File: src/rtl/fma_write_buffer.sv
// rtl/fma_write_buffer.sv - packs three FMA result vectors per abc line and queues lines for the memory block
// Show-ahead line FIFO with a registered head so the output holds its last value once drained.
module fma_write_buffer #(
   parameter int FMA_COUNT  = 2,
   parameter int WORD_WIDTH = 16,
   parameter int LINE_WIDTH = 96,
   parameter int DEPTH      = 4
) (
   input  logic                             clk_in,
   input  logic                             rst_in,
   input  logic [FMA_COUNT*WORD_WIDTH-1:0]  fma_result_in,
   input  logic                             fma_valid_in,
   input  logic                             flush_in,
   input  logic                             mem_read_in,
   output logic                             fma_ready_out,
   output logic [LINE_WIDTH-1:0]            write_buffer_read_out,
   output logic                             write_buffer_valid_out,
   output logic [$clog2(DEPTH+1)-1:0]       count_out,
   output logic                             overflow_out
);

   localparam int CW = $clog2(DEPTH + 1);
   localparam int PW = (DEPTH > 1) ? $clog2(DEPTH) : 1;
   localparam logic [CW-1:0] FULL = CW'(DEPTH);
   localparam logic [PW-1:0] LAST = PW'(DEPTH - 1);

   logic [LINE_WIDTH-1:0] mem [DEPTH];
   logic [PW-1:0]         wr_ptr, rd_ptr, rd_next;
   logic [CW-1:0]         count, count_next;
   logic [LINE_WIDTH-1:0] pack, placed, line, head;
   logic [1:0]            slot;
   logic                  flush_pending, overflow;
   logic                  ready, accept, flush_req, commit_vec, commit_flush, push, pop;

   // FMA i's word lands at position i*3+slot, so slots become the a/b/c columns.
   always_comb begin
      placed = '0;
      for (int i = 0; i < FMA_COUNT; i++)
         placed[LINE_WIDTH-1-(i*3+int'(slot))*WORD_WIDTH -: WORD_WIDTH] =
            fma_result_in[(FMA_COUNT-i)*WORD_WIDTH-1 -: WORD_WIDTH];
   end

   always_comb begin
      ready        = (count != FULL) && !flush_pending;
      accept       = fma_valid_in && ready;
      flush_req    = flush_in && !accept && (slot != 2'd0);
      commit_vec   = accept && ((slot == 2'd2) || flush_in);
      commit_flush = (flush_pending || flush_req) && (count != FULL);
      push         = commit_vec || commit_flush;
      pop          = mem_read_in && (count != '0);
      line         = accept ? (pack | placed) : pack;
      rd_next      = rd_ptr;
      if (pop)
         rd_next = (rd_ptr == LAST) ? '0 : rd_ptr + 1'b1;
      count_next = count;
      if (push && !pop)
         count_next = count + 1'b1;
      else if (!push && pop)
         count_next = count - 1'b1;
   end

   always_ff @(posedge clk_in) begin
      if (!rst_in && push)
         mem[wr_ptr] <= line;
   end

   always_ff @(posedge clk_in) begin
      if (rst_in) begin
         wr_ptr        <= '0;
         rd_ptr        <= '0;
         count         <= '0;
         pack          <= '0;
         slot          <= 2'd0;
         flush_pending <= 1'b0;
         overflow      <= 1'b0;
         head          <= '0;
      end else begin
         if (push)
            wr_ptr <= (wr_ptr == LAST) ? '0 : wr_ptr + 1'b1;
         rd_ptr <= rd_next;
         count  <= count_next;
         if (push) begin
            pack <= '0;
            slot <= 2'd0;
         end else if (accept) begin
            pack <= line;
            slot <= slot + 1'b1;
         end
         if (fma_valid_in && !ready)
            overflow <= 1'b1;
         if (commit_flush)
            flush_pending <= 1'b0;
         else if (flush_req)
            flush_pending <= 1'b1;
         // A line written this edge into the new head slot bypasses the array.
         if (count_next != '0)
            head <= (push && (wr_ptr == rd_next)) ? line : mem[rd_next];
      end
   end

   assign fma_ready_out          = ready;
   assign write_buffer_read_out  = head;
   assign write_buffer_valid_out = (count != '0);
   assign count_out              = count;
   assign overflow_out           = overflow;

endmodule

File: config.mk
export PLATFORM = sky130hd
export DESIGN_NAME = fma_write_buffer
export DESIGN_NICKNAME = d
export VERILOG_FILES = /design/src/rtl/fma_write_buffer.sv
export SDC_FILE = /design/constraint.sdc
export NUM_CORES = 1
export LEC_CHECK = 0
export CORE_ASPECT_RATIO = 1.2
export CORE_MARGIN = 2
export CORE_UTILIZATION = 59
export DETAILED_ROUTE_END_ITERATION = 10
export MAX_ROUTING_LAYER = met4
export PLACE_DENSITY_LB_ADDON = 0.12
export SYNTH_ARGS = -nofsm -noshare
export SYNTH_HDL_FRONTEND = slang
export SYNTH_SLANG_ARGS = --single-unit
File: constraint.sdc
create_clock -name clk_in -period 4.9 [get_ports clk_in]
set_input_delay 0.735 -clock clk_in [delete_from_list [all_inputs] [get_ports clk_in]]
set_output_delay 0.735 -clock clk_in [all_outputs]
set_load 0.005 [all_outputs]
==> results of run 1 <==
==> power groups by stage <==
stage	clock network (mW)	logic [mW]	registers, mW
2_1_floorplan	0	4.03	6.24
3_3_place_gp	0	5.95	6.31
3_5_place_dp	0	6.09	6.32
4_1_cts	4.05	6.13	6.23
5_1_grt	4.23	6.58	6.26
6_report	4.01	6.14	6.22
==> layout by cell type (no fill, tap or decap), types with 2 or more instances in the layout <==
cell type,n
and2_4,4
nor3_1,101
a21o_1,32
dfxtp_1,203
buf_4,32
nor2_1,16
clkbuf_16,55
nand2_1,104
mux2i_1,98
nand2b_1,3
a22oi_1,64
a311oi_2,40
xnor2_1,3
inv_1,9
clkbuf_1,25
clkbuf_8,7
a21oi_1,6
a311oi_1,55
a211o_1,95
and3_1,97
nor2b_1,116
clkinv_2,5
clkinv_1,4
edfxtp_1,384
bufinv_16,2
a211oi_1,98
clkdlybuf4s50_1,137
nand3_1,5
ha_1,16
o21bai_1,65
nor4_1,2
buf_12,16
==> through the flow <==
step / std cells / hold WS (ns) / worst slack [ns] / power [mW]
floorplan: 1814 / 0.4604 / 0.4096 / 10.28
global placement: 2374 / 0.4560 / 0.9494 / 12.26
detailed placement: 2374 / 0.4674 / 0.7879 / 12.42
CTS: 2473 / 0.4819 / 1.137 / 16.40
global route: 2473 / 0.5427 / 0.9000 / 17.08
finish: 2473 / 0.4880 / 1.108 / 16.37
==> area by class of cell <==
type,instances,area [sq um]
Multi-Input combinational cell,1053,7816
Timing Repair Buffer,185,1932
Tap cell,539,674.4
Inverter,10,37.54
Clock buffer,87,1567
Fill cell,2890,12810
Clock inverter,12,108.9
Sequential cell,587,15600
==> state kept, by name (all words and copies together) (netlist names) <==
register,cells
count_out,3
flush_pending,1
mem,384
overflow_out,1
pack,96
rd_ptr,2
slot,2
wr_ptr,2
write_buffer_read_out,96
==> cells by family (layout without fill, tap and decap cells) <==
group / Yosys count / in the layout / synth area share, %
AO/OA/AOI/OAI: 469 / 469 / 16.63
XOR/XNOR: 3 / 3 / 0.1092
adder cells (fa/ha/maj): 16 / 16 / 0.8317
buffers and inverters: 174 / 294 / 3.072
flip-flops: 587 / 587 / 64.79
multiplexers: 99 / 99 / 4.169
AND/OR/NAND/NOR: 466 / 466 / 10.40
==> path summary, 6_finish.rpt <==
check,from,end,slack (ns),depth (start not counted)
max,slot[0],write_buffer_read_out[75],1.11,9
min,overflow_out,overflow_out,0.49,2
max reg2reg,slot[0],write_buffer_read_out[75],1.11,9
min reg2reg,overflow_out,overflow_out,0.49,2
==> routing by layer <==
metal	share of wire, %	routed length, um	vias to the layer above
met5	0	0	-
met4	3.1	1945	0
met3	7.8	4896	126
met2	49	30460	670
met1	41	25440	8038
li1	-	-	7163
==> worst reg2reg max path: cells and delay by family (launching register included) <==
kind | cells | cell delay [ns]
and+or+nand+nor | 3 | 1.45
AOI/OAI and AO/OA | 3 | 0.74
DFF | 1 | 0.58
buffers and inverters | 2 | 0.57
adders and majority gates | 1 | 0.36
==> reports/summary.txt, run 1 <==
WS Path Type - register to register
Drt first-iter violations - 1386
Die X - 188.4 um
Crit Path Max Fanout - 46
Synth Warn # - 0
Reg clk slew, reported paths - 0.06 ns
TNS Setup - 0 ns
Total of max-cap violations - 0
Final hold vios - 0
Clock skew - 0.02025 ns
Clock buffer depth - 3
Final Wtd Congestion - 0.8225
Switching portion of total power - 34.72%
Vias in the first global route - 15729
Leading area contributor after synthesis - edfxtp_1
Std cell rows - 81
Slowest stage cell on the critical path - or4_4
H-Tree Depth - 2
I/O pin cnt - 139
Clk Latency, worst-skew pair - 0.58 ns
Gr busiest metal - met2
Internal cell power - 10.68 mW
Endpoint type of the worst setup path - register
CP peak stage delay - 0.68 ns
Global routing met2 resource utilization - 48.27%
Worst Setup Start Kind - register
Worst slew pin tran - 1.068 ns
PD cells - 590.3 nW/um^2
EDFF count, synth - 384
Comb pwr share - 37.5%
Synth top area share - 47.91%
ANT cells - 0
Grt ovf - 0
Final Util - 68.40%
Starting density of the core - 59.38%
Share of cells above drive strength 1 - 9.307%
Vias - 15997
Async set-reset flop share out of synthesis - 0%
Sw Pwr - 5.684 mW
Nets - 1944
Outcome - complete, no violations
Wire length per cell - 25.37 um
Largest net degree at the start of global routing - 136
Synth cell count leaders - edfxtp_1, dfxtp_1, clkbuf_1, nor2b_1, nand2_1
WP data required - 5.38 ns
Global Route met3 Usage - 5.045%
Cell Chain, Critical Path - inv_1, ha_1, nand2b_1, a21oi_2, o221ai_1, or4_4, or2_4, buf_12, a311oi_1
Post-detail-place hpwl - 33730 um
WP data arrival - 4.27 ns
Synth Net Count - 1867
Avg Inst Size Synth - 13.27 sq um
DIE AREA - 42440 sq um
Sink Count - 587
Crit share post-route - 77.38%
RSZ-0062 raised after global routing - no
Fin area - 27730 sq um
Clk root buf - clkbuf_16
First drt pass iteration count - 6
Via-per-instance ratio - 6.469
Area contributors post-synth - edfxtp_1, dfxtp_1, mux2i_1
Inserted Clock Buffers - 54
Buf/Inv on CP - 2
Mapped Area - 24070 sq um
Register bit count reported by yosys - 587
Initial antenna violation count - 0
DRT antenna net count - 0
Residual DRC - 0
First-pass GRT wire length - 94540 um
Final worst path period need - 3.792 ns
Hold-fix buffers, CTS - 0
Met1 usage - 40.08%
Sequential share of the synthesized area - 64.79%
Power share of the clock group - 24.5%
Leakage power - 9.657 nW
Post-CTS setup buffer count - 0
CTS tree - done
Top_reg_cell synth - edfxtp_1
Final Max Slew Viols - 0
Most common cell in the netlist - edfxtp_1
Placed instance area - 26060 sq um
# setup viols final - 0
WL final - 62750 um
IO buf count - 138
Layout Area Growth over Synthesis - 15.20%
Seq pwr share - 38.0%
CTS resizes - 0
Mapped Cells - 1814
Total global-route track usage - 30.41%
Worst hold path type - register to register
Peak VDD IR - 620.6 uV
Synth unique cells - 54
Max Freq - 0.2637 GHz
CP delay by family, top - simple AND/OR/NAND/NOR gates
Die Span Y - 225.3 um
Normalized max-slew margin - 28.79%
Core Area - 40540 sq um
Note: power is estimated with default switching activity, not from simulation.
==> inputs of run 2 (changes only) <==
clock period = 3.6 ns   (was 4.9 ns; I/O delays follow)
==> reports/summary.txt, run 2 (synthesized netlist as in run 1, its figures left out) <==
Outcome - complete, no violations (unchanged)
Residual DRC - 0 (unchanged)
Clk root buf - clkbuf_16 (unchanged)
Largest net degree at the start of global routing - 97 (was 136)
Biggest register - mem (unchanged)
Clock buffer depth - 3 (unchanged)
Normalized max-slew margin - 37.39% (was 28.79%)
Post-CTS setup buffer count - 0 (unchanged)
Peak VDD IR - 838.9 uV (was 620.6 uV)
H-Tree Depth - 2 (unchanged)
I/O pin cnt - 139 (unchanged)
Starting density of the core - 59.38% (unchanged)
Inserted Clock Buffers - 55 (was 54)
Worst Setup Start Kind - register (unchanged)
Hold Startpoint - rst_in (was overflow_out)
Grt ovf - 0 (unchanged)
ANT cells - 0 (unchanged)
Core Area - 40540 sq um (unchanged)
Commonest non-fill, non-tap cell in the layout - edfxtp_1 (unchanged)
Area of the multi-input gates - 7807 sq um (was 7816 sq um)
Wire length per cell - 25.17 um (was 25.37 um)
Leakage power - 9.995 nW (was 9.657 nW)
PD cells - 808.2 nW/um^2 (was 590.3 nW/um^2)
Number of flip-flops in the largest register - 384 (unchanged)
Die X - 188.4 um (unchanged)
Post-Place Setup Slack - 0.2384 ns (was 0.7879 ns)
WP data arrival - 3.83 ns (was 4.27 ns)
Vias - 16277 (was 15997)
Share of cells above drive strength 1 - 11.98% (was 9.307%)
WP data required - 4.10 ns (was 5.38 ns)
Post-detail-place hpwl - 35980 um (was 33730 um)
IO buf count - 138 (unchanged)
First drt pass iteration count - 6 (unchanged)
Vias in the first global route - 15961 (was 15729)
Final Max Slew Viols - 0 (unchanged)
Max Freq - 0.3002 GHz (was 0.2637 GHz)
DRT antenna net count - 0 (unchanged)
Setup slack after layout - 0.2691 ns (was 1.108 ns)
Commonest non-fill, non-tap cells in the layout - edfxtp_1, dfxtp_1, clkdlybuf4s50_1, nor2b_1, nand2_1 (unchanged)
CTS tree - done (unchanged)
Fin area - 28340 sq um (was 27730 sq um)
DIE AREA - 42440 sq um (unchanged)
Sink Count - 587 (unchanged)
TNS Setup - 0 ns (unchanged)
WL final - 63350 um (was 62750 um)
Worst hold path type - primary input to register (was register to register)
Clk Latency, worst-skew pair - 0.61 ns (was 0.58 ns)
Crit Path Max Fanout - 62 (was 46)
WS Path Type - register to register (unchanged)
Drt first-iter violations - 1404 (was 1386)
Final worst path period need - 3.331 ns (was 3.792 ns)
Hold-fix buffers, CTS - 0 (unchanged)
Initial antenna violation count - 0 (unchanged)
RSZ-0062 raised after global routing - no (unchanged)
Hold slack - 0.3934 ns (was 0.4880 ns)
Layout Area Growth over Synthesis - 17.73% (was 15.20%)
Std cell rows - 81 (unchanged)
Die Span Y - 225.3 um (unchanged)
Fill count - 2813 (was 2890)
Worst slew pin tran - 0.9392 ns (was 1.068 ns)
Reg clk slew, reported paths - 0.06 ns (about the same)
CTS resizes - 0 (unchanged)
Final hold vios - 0 (unchanged)
Register Area - 15600 sq um (unchanged)
Final Wtd Congestion - 0.8464 (was 0.8225)
Via-per-instance ratio - 6.467 (was 6.469)
Total of max-cap violations - 0 (unchanged)
# setup viols final - 0 (unchanged)
Endpoint type of the worst setup path - register (unchanged)
Crit share post-route - 92.53% (was 77.38%)
Placed instance area - 26530 sq um (was 26060 sq um)
Setup crit start - count_out[0] (was slot[0])
First-pass GRT wire length - 95230 um (was 94540 um)
Critical R2R Launch - count_out[0] (was slot[0])
Nets - 1986 (was 1944)
Total global-route track usage - 30.60% (was 30.41%)
Clock skew - 0.01981 ns (was 0.02025 ns)
[run 2: power breakdown]
part           total (mW)  leakage, nW  switching [mW]  internal, mW
Combinational        8.67         3.93            5.02          3.65
Clock                5.79        0.888            2.44          3.35
Sequential           8.44         5.18           0.406          8.04
Total                22.9         9.99            7.86          15.0
[run 2: final cells by class]
cell class / instances / area share (%)
clock inverters: 20 / 0.7418
inverters: 10 / 0.1325
flip-flops and latches: 587 / 55.03
repair buffers: 226 / 8.522
well taps: 539 / 2.380
clock buffers: 82 / 5.638
multi-input cells: 1053 / 27.55
[run 2: layer usage]
| layer | up-vias | share of wire, % | GRT usage (%) |
|---|---|---|---|
| met3 | 131 | 8.5 | 5.559 |
| met2 | 748 | 49 | 49.92 |
| met4 | 0 | 3.2 | 11.74 |
| li1 | 7252 | - | - |
| met1 | 8146 | 39 | 38.37 |
| met5 | - | 0 | - |
[run 2: final timing paths]
check	slack [ns]	end	cells past startpoint
hold / removal	0.39	wr_ptr[0]	2
setup reg to reg	0.27	write_buffer_read_out[94]	11
setup / recovery	0.27	write_buffer_read_out[94]	11
hold reg to reg	0.47	overflow_out	2
[run 2: stage by stage]
| step | power (mW) | cells | utilization (%) |
|---|---|---|---|
| 5_1_grt | 23.85 | 2517 | 69.90 |
| 4_1_cts | 22.96 | 2517 | 69.90 |
| 6_report | 22.90 | 2517 | 69.90 |
| 3_5_place_dp | 17.20 | 2415 | 65.44 |
| 2_1_floorplan | 13.98 | 1814 | - |
| 3_3_place_gp | 17.02 | 2415 | 65.44 |
[run 2: worst max-delay path: stages, from the launching register on]
cell and delay (ns):
dfxtp_1 0.34, inv_1 0.13, ha_1 0.31, nor2b_4 0.30, inv_2 0.11, a21boi_0 0.45, o21ai_0 0.19, a2111oi_2 0.37
buf_4 0.26, buf_12 0.28, nand2_1 0.13, a311oi_2 0.29
==> inputs of run 3 (changes only) <==
--- a/constraint.sdc
+++ b/constraint.sdc
@@ -3,2 +3,2 @@
 set_output_delay 0.54 -clock clk_in [all_outputs]
-set_load 0.005 [all_outputs]
+set_load 0.05 [all_outputs]
==> reports/summary.txt, run 3 (synthesized netlist as in run 1, its figures left out) <==
FF-to-FF path depth - 9 (was 11)
Share of cells above drive strength 1 - 12.25% (was 11.98%)
Worst Setup Start Kind - register (unchanged)
Worst Hold End - overflow_out (was wr_ptr[0])
Initial antenna violation count - 0 (unchanged)
Final worst path period need - 3.284 ns (was 3.331 ns)
CTS tree - done (unchanged)
Peak VDD IR - 831.4 uV (was 838.9 uV)
Buf/Inv on CP - 3 (was 4)
Crit Path Max Fanout - 40 (was 62)
PD cells - 845.0 nW/um^2 (was 808.2 nW/um^2)
WP data arrival - 3.77 ns (was 3.83 ns)
Worst reg2reg path endpoint - write_buffer_read_out[87] (was write_buffer_read_out[94])
Grt ovf - 0 (unchanged)
Normalized max-slew margin - 39.30% (was 37.39%)
Crit share post-route - 91.23% (was 92.53%)
TNS Setup - 0 ns (unchanged)
Leakage power - 10.00 nW (was 9.995 nW)
Setup slack after layout - 0.3157 ns (was 0.2691 ns)
Final Max Slew Viols - 0 (unchanged)
Final hold vios - 0 (unchanged)
Post-Place Setup Slack - 0.3515 ns (was 0.2384 ns)
CTS resizes - 0 (unchanged)
Slowest stage cell on the critical path - dfxtp_1 (was a21boi_0)
Clock skew - 0.01895 ns (was 0.01981 ns)
DRT antenna net count - 0 (unchanged)
RSZ-0062 raised after global routing - no (unchanged)
Starting density of the core - 59.38% (unchanged)
First drt pass iteration count - 5 (was 6)
Commonest non-fill, non-tap cell in the layout - edfxtp_1 (unchanged)
Total of max-cap violations - 0 (unchanged)
# setup viols final - 0 (unchanged)
Hold depth - 2 (unchanged)
WS Path Type - register to register (unchanged)
Vias in the first global route - 15996 (was 15961)
Hold Startpoint - rst_in (unchanged)
Wire length per cell - 24.72 um (was 25.17 um)
Die Span Y - 225.3 um (unchanged)
FF-to-FF setup slack - 0.32 ns (was 0.27 ns)
Nets - 2000 (was 1986)
Post-CTS setup buffer count - 0 (unchanged)
Clk root buf - clkbuf_16 (unchanged)
DIE AREA - 42440 sq um (unchanged)
Largest net degree at the start of global routing - 97 (unchanged)
First-pass GRT wire length - 94410 um (was 95230 um)
H-Tree Depth - 2 (unchanged)
Via-per-instance ratio - 6.418 (was 6.467)
Vias - 16244 (was 16277)
Clock buffer depth - 3 (unchanged)
Endpoint type of the worst setup path - register (unchanged)
Final cell count without fillers - 2531 (was 2517)
Biggest register - mem (unchanged)
Number of flip-flops in the largest register - 384 (unchanged)
Core Area - 40540 sq um (unchanged)
Worst slew pin tran - 0.9106 ns (was 0.9392 ns)
I/O pin cnt - 139 (unchanged)
Critical R2R Launch - slot[0] (was count_out[0])
Final Util - 69.75% (was 69.90%)
Layout Area Growth over Synthesis - 17.48% (was 17.73%)
Post-detail-place hpwl - 36280 um (was 35980 um)
Hold-fix buffers, CTS - 0 (unchanged)
Outcome - complete, no violations (unchanged)
Final Wtd Congestion - 0.8360 (was 0.8464)
Drt first-iter violations - 1238 (was 1404)
ANT cells - 0 (unchanged)
Inserted Clock Buffers - 54 (was 55)
Inst Count DP - 2430 (was 2415)
IO buf count - 138 (unchanged)
Std cell rows - 81 (unchanged)
WP data required - 4.09 ns (was 4.10 ns)
Residual DRC - 0 (unchanged)
Total global-route track usage - 30.24% (was 30.60%)
WL final - 62580 um (was 63350 um)
CP peak stage delay - 0.56 ns (was 0.45 ns)
CP delay by family, top - compound AO/OA/AOI/OAI gates (unchanged)
Sink Count - 587 (unchanged)
Clk Latency, worst-skew pair - 0.59 ns (was 0.61 ns)
Commonest non-fill, non-tap cells in the layout - edfxtp_1, dfxtp_1, clkdlybuf4s50_1, nor2b_1, nand2_1 (unchanged)
Max Freq - 0.3045 GHz (was 0.3002 GHz)
Worst hold path type - primary input to register (unchanged)
Cell Chain, Critical Path - inv_1, ha_1, nand2b_1, a221o_1, a2111oi_2, buf_4, buf_12, nand2_1, a311oi_2 (was inv_1, ha_1, nor2b_4, inv_2, a21boi_0, o21ai_0, a2111oi_2, buf_4, buf_12, nand2_1, a311oi_2)
Reg clk slew, reported paths - 0.07 ns (was 0.06 ns)
Die X - 188.4 um (unchanged)
run 3: changes by cell type in the layout (fill, tap and decap cells not counted), moves of 2 or more:
cell and change:
buf_12 -2, buf_4 +17, bufinv_16 -3, clkinv_2 +3
clkbuf_8 -7, clkinv_1 +6, clkbuf_1 +2, clkinvlp_4 -2
run 3: area by class of cell:
class / instances / area (sq um)
Timing Repair Buffer: 241 / 2502
Sequential cell: 587 / 15600
Inverter: 10 / 37.54
Multi-Input combinational cell: 1053 / 7816
Fill cell: 2872 / 12260
Clock buffer: 77 / 1509
Tap cell: 539 / 674.4
Clock inverter: 24 / 142.6
run 3: how the worst max path moves through the flow:
| stage | from | end | slack, ns | depth (start not counted) |
|---|---|---|---|---|
| 5_1_grt | count_out[0] | write_buffer_read_out[87] | 0.05 | 11 |
| 2_1_floorplan | count_out[0] | mem[0][0] | 0.06 | 6 |
| 3_3_place_gp | flush_in | write_buffer_read_out[94] | 0.43 | 8 |
| 3_5_place_dp | slot[0] | write_buffer_read_out[85] | 0.35 | 9 |
| 6_report | slot[0] | write_buffer_read_out[87] | 0.32 | 9 |
| 4_1_cts | slot[0] | write_buffer_read_out[87] | 0.30 | 9 |
run 3: power by group:
part | switching [mW] | leakage [nW] | internal, mW | total [mW]
clock | 2.38 | 0.818 | 2.98 | 5.37
sequential | 0.428 | 5.18 | 8.04 | 8.47
combinational | 6.44 | 4.00 | 3.62 | 10.1
run 3: worst reg2reg max path, cell delays in order, from the launching register on:
cell,delay [ns]
dfxtp_1,0.56
inv_1,0.23
ha_1,0.30
nand2b_1,0.18
a221o_1,0.52
a2111oi_2,0.40
buf_4,0.32
buf_12,0.26
nand2_1,0.12
a311oi_2,0.30
run 3: layer usage:
metal  part of all wire (%)  GRT usage [%]
met4                    4.4          14.11
met2                     48          48.22
met5                      0              -
met1                     40          38.30
met3                    7.1          4.858
run 3: stage by stage:
step	total power, mW	area, sq um	hold slack (ns)
global route	24.89	28280	0.4622
global placement	18.40	26630	0.4482
floorplan	15.50	24080	0.4892
CTS	23.96	28280	0.4405
detailed placement	18.58	26630	0.4701
finish	23.90	28280	0.4599
==> RTL change 1: new RTL, settings of run 3 <==
Set the parameter `FMA_COUNT` to 1 (it was 2).
--- a/src/rtl/fma_write_buffer.sv
+++ b/src/rtl/fma_write_buffer.sv
@@ -3,3 +3,3 @@
 module fma_write_buffer #(
-   parameter int FMA_COUNT  = 2,
+   parameter int FMA_COUNT  = 1,
    parameter int WORD_WIDTH = 16,
Interface: changed (resized fma_result_in); port bits go from 139 to 123. The function was not compared with the original's and may differ.
==> RTL change 1 against run 3 <==
Design area down 5.5%; hold slack got worse by 0.12 ns; sequential share of layout area grew 3.2 points; final cell count fell by 4.3%; routed wire length down 12%; fmax rose by 0.38%; count of clock-buffer cells in the layout decreased by 2; non-clock buffer count fell by 76; highest routed layer unchanged; sequential cell count did not move; area after synthesis is 4.8% lower; largest power group is now registers; power shrank 6.3%; setup slack gained 0.012 ns.
==> RTL change 1: results <==
export IMPL_place_hpwl_um=29700
export IMPL_top_layer="met4"
export IMPL_synth_commonest_cells="edfxtp_1, dfxtp_1, nor2_1, nand3_1, clkbuf_1"
export IMPL_worst_pin_slew_ns=0.971
export IMPL_antenna_found_initial=0
export IMPL_wl_met3_um=3490
export IMPL_top_register="mem"
export IMPL_cts_resized_gates=0
export IMPL_yosysSeqAreaShare_pct=68.0
export IMPL_p_leak_nw=9.72
export IMPL_clock_latency_ns=0.58
export IMPL_synth_edf_count=384
export IMPL_track_usage_pct=28.1
export IMPL_critPathMaxFanout=64
export IMPL_peakVddDrop_mv=0.482
export IMPL_wl_um=55200
export IMPL_avgViaCountPerCell=6.14
export IMPL_synth_top_flop_cell="edfxtp_1"
export IMPL_async_flop_share_pct=0
export IMPL_grt_max_degree=76
export IMPL_cts_buffers=54
export IMPL_wl_met1_um=21900
export IMPL_nFillCells=2748
export IMPL_hold_class="in -> reg"
export IMPL_drive_gt1_share_pct=11.6
export IMPL_status="finished, final reports clean"
export IMPL_drtIter0Drc=1195
export IMPL_dr_pass1_iters=5
export IMPL_clk_path_buf_depth=3
export IMPL_io_buffers=122
export IMPL_place_area_mm2=0.0248
export IMPL_h_tree_depth=2
export IMPL_gp_congestion=0.794
export IMPL_cts_root_buf="clkbuf_16"
export IMPL_postCtsSetupRepairBufs=0
export IMPL_nNetsFinal=1923
export IMPL_cts_clk_slew_worst_paths_ns=0.06
export IMPL_diodes=0
export IMPL_synthTopCellsByArea="edfxtp_1, dfxtp_1, a311oi_1"
export IMPL_yosysWarnings=0
export IMPL_synthDistinctLibCells=52
export IMPL_grt_pass1_wl_um=83600
export IMPL_grt_pass1_vias=14900
export IMPL_fin_worst_skew_ns=0.0243
export IMPL_met2_length_um=27900
export IMPL_largest_reg_flops=384
[RTL change 1: changes by cell type in the layout (fill, tap and decap cells not counted), moves of 70 or more]
cell and change:
a21oi_1 +95, nor2b_1 -109, o21ai_0 +70, nor2_1 +159, nand3_1 +128, and3_1 -96
a211oi_1 -96, a211o_1 -95, nor3_1 -100
[RTL change 1: cell type report]
cell class	count	area (µm²)	share of cell area (%)
clock buffer	75	1710	6.41
clock inverter	27	241	0.904
inverter	75	284	1.06
multi-input combinational	1006	6410	24.0
sequential	587	15600	58.4
tap	486	608	2.28
timing repair buffer	165	1850	6.94
[RTL change 1: cell families (layout without fill, tap and decap cells)]
kind of cell	after synthesis	in the layout	synth area share, %
DFF	587	587	68.0
buffers and inverters	241	342	4.29
adders and majority gates	14	14	0.753
muxes	97	97	4.59
and+or+nand+nor	508	508	10.6
xor gates and xnor gates	2	2	0.0764
AOI/OAI and AO/OA	385	385	11.7
[RTL change 1: report_power, final]
part,switching [mW],internal [mW],leakage (nW)
sequential,0.515,7.99,5.45
clock,2.43,3.61,0.961
combinational,5.16,2.67,3.32
[RTL change 1: worst paths after layout]
path	depth (start not counted)	slack (ns)	from	end
worst max-delay path	8	0.33	slot[0]$_SDFFE_PP0P_	write_buffer_read_out[27]$_SDFFE_PP0P_
worst max register to register	8	0.33	slot[0]$_SDFFE_PP0P_	write_buffer_read_out[27]$_SDFFE_PP0P_
worst min register to register	2	0.45	overflow_out$_SDFFE_PP0P_	overflow_out$_SDFFE_PP0P_
worst min-delay path	2	0.34	rst_in	wr_ptr[1]$_SDFFE_PP0P_
[RTL change 1: through the flow]
stage	power, mW	setup slack [ns]	utilization [%]	cells
finish	22.4	0.328	69.3	2421
global route	23.3	0.141	69.3	2421
CTS	22.5	0.376	69.3	2421
detailed placement	16.5	0.323	64.2	2319
global placement	16.3	0.449	64.2	2319
floorplan	13.8	0.336	-	1834
[RTL change 1: per-layer routing]
| layer | vias up | global-route usage [%] |
|---|---|---|
| li1 | 6820 | - |
| met1 | 7393 | 34.3 |
| met2 | 519 | 47.8 |
| met3 | 129 | 3.80 |
| met4 | 0 | 10.6 |
| met5 | - | - |
[RTL change 1: worst max-delay path, stage by stage, from the launching register on]
cell and delay [ns]:
dfxtp_1 0.49, inv_1 0.17, ha_1 0.27, o21ai_0 0.32, nand3_1 0.22, a2111oi_1 0.76, o221ai_4 0.28, buf_12 0.25
a311oi_1 0.35
==> RTL change 2: new RTL, settings of run 3 <==
Without the edit above. Reset style: asynchronous (`rst_in`), changed in one clocked block.
--- a/src/rtl/fma_write_buffer.sv
+++ b/src/rtl/fma_write_buffer.sv
@@ -66,3 +66,3 @@
 
-   always_ff @(posedge clk_in) begin
+   always_ff @(posedge clk_in or posedge rst_in) begin
       if (rst_in) begin
Formal check against the unedited RTL: differs if rst_in is asserted again (counterexample within 4 cycles, from zero or initial values and one cycle with rst_in high); with rst_in held inactive, the same outputs for 4 cycles.
==> RTL change 2 against run 3 <==
Routed wire length up 52%; global-route usage up 6.2 points; setup slack worse by 0.26 ns; sequential cell count unchanged; power up 51%; design area up 22%; area after synthesis up 26%; critical path type is now reg -> out; largest power group unchanged.
==> RTL change 2: results <==
export IMPL_clock_latency_ns=0.62
export IMPL_peakVddDrop_mv=1.23
export IMPL_yosysSeqAreaShare_pct=54.7
export IMPL_r2r_end="write_buffer_read_out[94]$_DFFE_PP0P_"
export IMPL_antenna_found_initial=1
export IMPL_synth_area_mux_share_pct=9.97
export IMPL_crit_slowest_cell="clkdlybuf4s50_1"
export IMPL_synth_commonest_cells="edfxtp_1, clkbuf_1, dfrtp_1, nor3_1, mux2i_1"
export IMPL_synth_cells=2536
export IMPL_place_inst=3133
export IMPL_synth_xor_area_share_pct=0.165
export IMPL_holdPathEnd="overflow_out$_DFFE_PP0P_"
export IMPL_startpoint="count_out[0]$_DFF_PP0_"
export IMPL_synthAdderAreaFrac_pct=0.660
export IMPL_slew_headroom_pct=11.6
export IMPL_arrival_ns=3.01
export IMPL_r2r_slack_ns=0.16
export IMPL_syn_nets=2589
export IMPL_status="finished, final reports clean"
export IMPL_grt_max_degree=202
export IMPL_synthDistinctLibCells=57
export IMPL_async_flop_share_pct=34.6
export IMPL_crit_end="write_buffer_valid_out"
export IMPL_nFillCells=3717
export IMPL_dr_pass1_iters=6
export IMPL_cp_slowest_stage_delay_ns=0.90
export IMPL_r2r_start="count_out[0]$_DFF_PP0_"
export IMPL_hold_depth=1
export IMPL_fin_worst_skew_ns=0.0175
export IMPL_track_usage_pct=36.4
export IMPL_gp_congestion=0.894
-- RTL change 2: changes by cell type in the layout (fill, tap and decap cells not counted), moves of 55 or more --
cell	delta
nand2_1	-76
nand4_1	+96
dfrtp_1	+201
nor3_1	+92
dfxtp_1	-203
a311oi_1	-55
o31ai_1	+152
a2111oi_0	+96
a21oi_1	+108
mux2_2	+96
o2111ai_1	+96
mux2i_1	+94
a211o_1	-95
a211oi_1	-98
-- RTL change 2: timing repair --
action,4_1_cts,5_1_grt
setup endpoints to repair,0,71
gates resized for setup,0,1
endpoints found under the hold margin,0,0
-- RTL change 2: worst max-delay path: cells and delay by family (launching register included) --
| family | cells | cell delay [ns] |
|---|---|---|
| AND/OR/NAND/NOR | 1 | 0.12 |
| flip-flops | 1 | 0.52 |
| adder cells (fa/ha/maj) | 1 | 0.28 |
| buffers and inverters | 3 | 1.43 |
-- RTL change 2: metal layers --
metal	vias to the layer above	wire length, µm	GRT usage [%]
li1	10100	-	-
met1	12100	37100	47.5
met4	0	3780	15.1
met5	-	0	-
met2	1412	44900	56.4
met3	258	9270	6.95
-- RTL change 2: layout make-up --
type,count,area [µm²],share of cell area (%)
diodes,1,2.50,0.00727
clock buffers,83,1660,4.82
well taps,651,815,2.37
multi-input cells,1649,12700,36.8
clock inverters,21,178,0.516
inverters,9,37.5,0.109
flip-flops and latches,587,16600,48.3
repair buffers,237,2460,7.15
-- RTL change 2: where the power goes --
group / total [mW] / switching, mW / internal (mW) / leakage, nW
clock network: 5.95 / 2.56 / 3.39 / 0.908
logic: 20.4 / 13.2 / 7.11 / 5.90
registers: 9.84 / 0.884 / 8.96 / 6.17
total: 36.1 / 16.7 / 19.5 / 13.0
-- RTL change 2: kinds of logic (layout without fill, tap and decap cells) --
family	count (synthesis)	in the layout
AO/OA/AOI/OAI	738	738
XOR/XNOR	4	4
adder cells (fa/ha/maj)	16	16
buffers and inverters	300	350
flip-flops	587	587
multiplexers	289	289
other	0	1
AND/OR/NAND/NOR	602	602
-- RTL change 2: metrics by stage --
stage                     utilization, %  total power [mW]  area (µm²)
final                               67.3              36.1       34400
after global routing                67.3              37.6       34400
after CTS                           67.3              35.8       34400
after detailed placement            63.7              29.9       32600
after global placement              63.7              29.3       32600
after floorplan                        -              23.6       30400
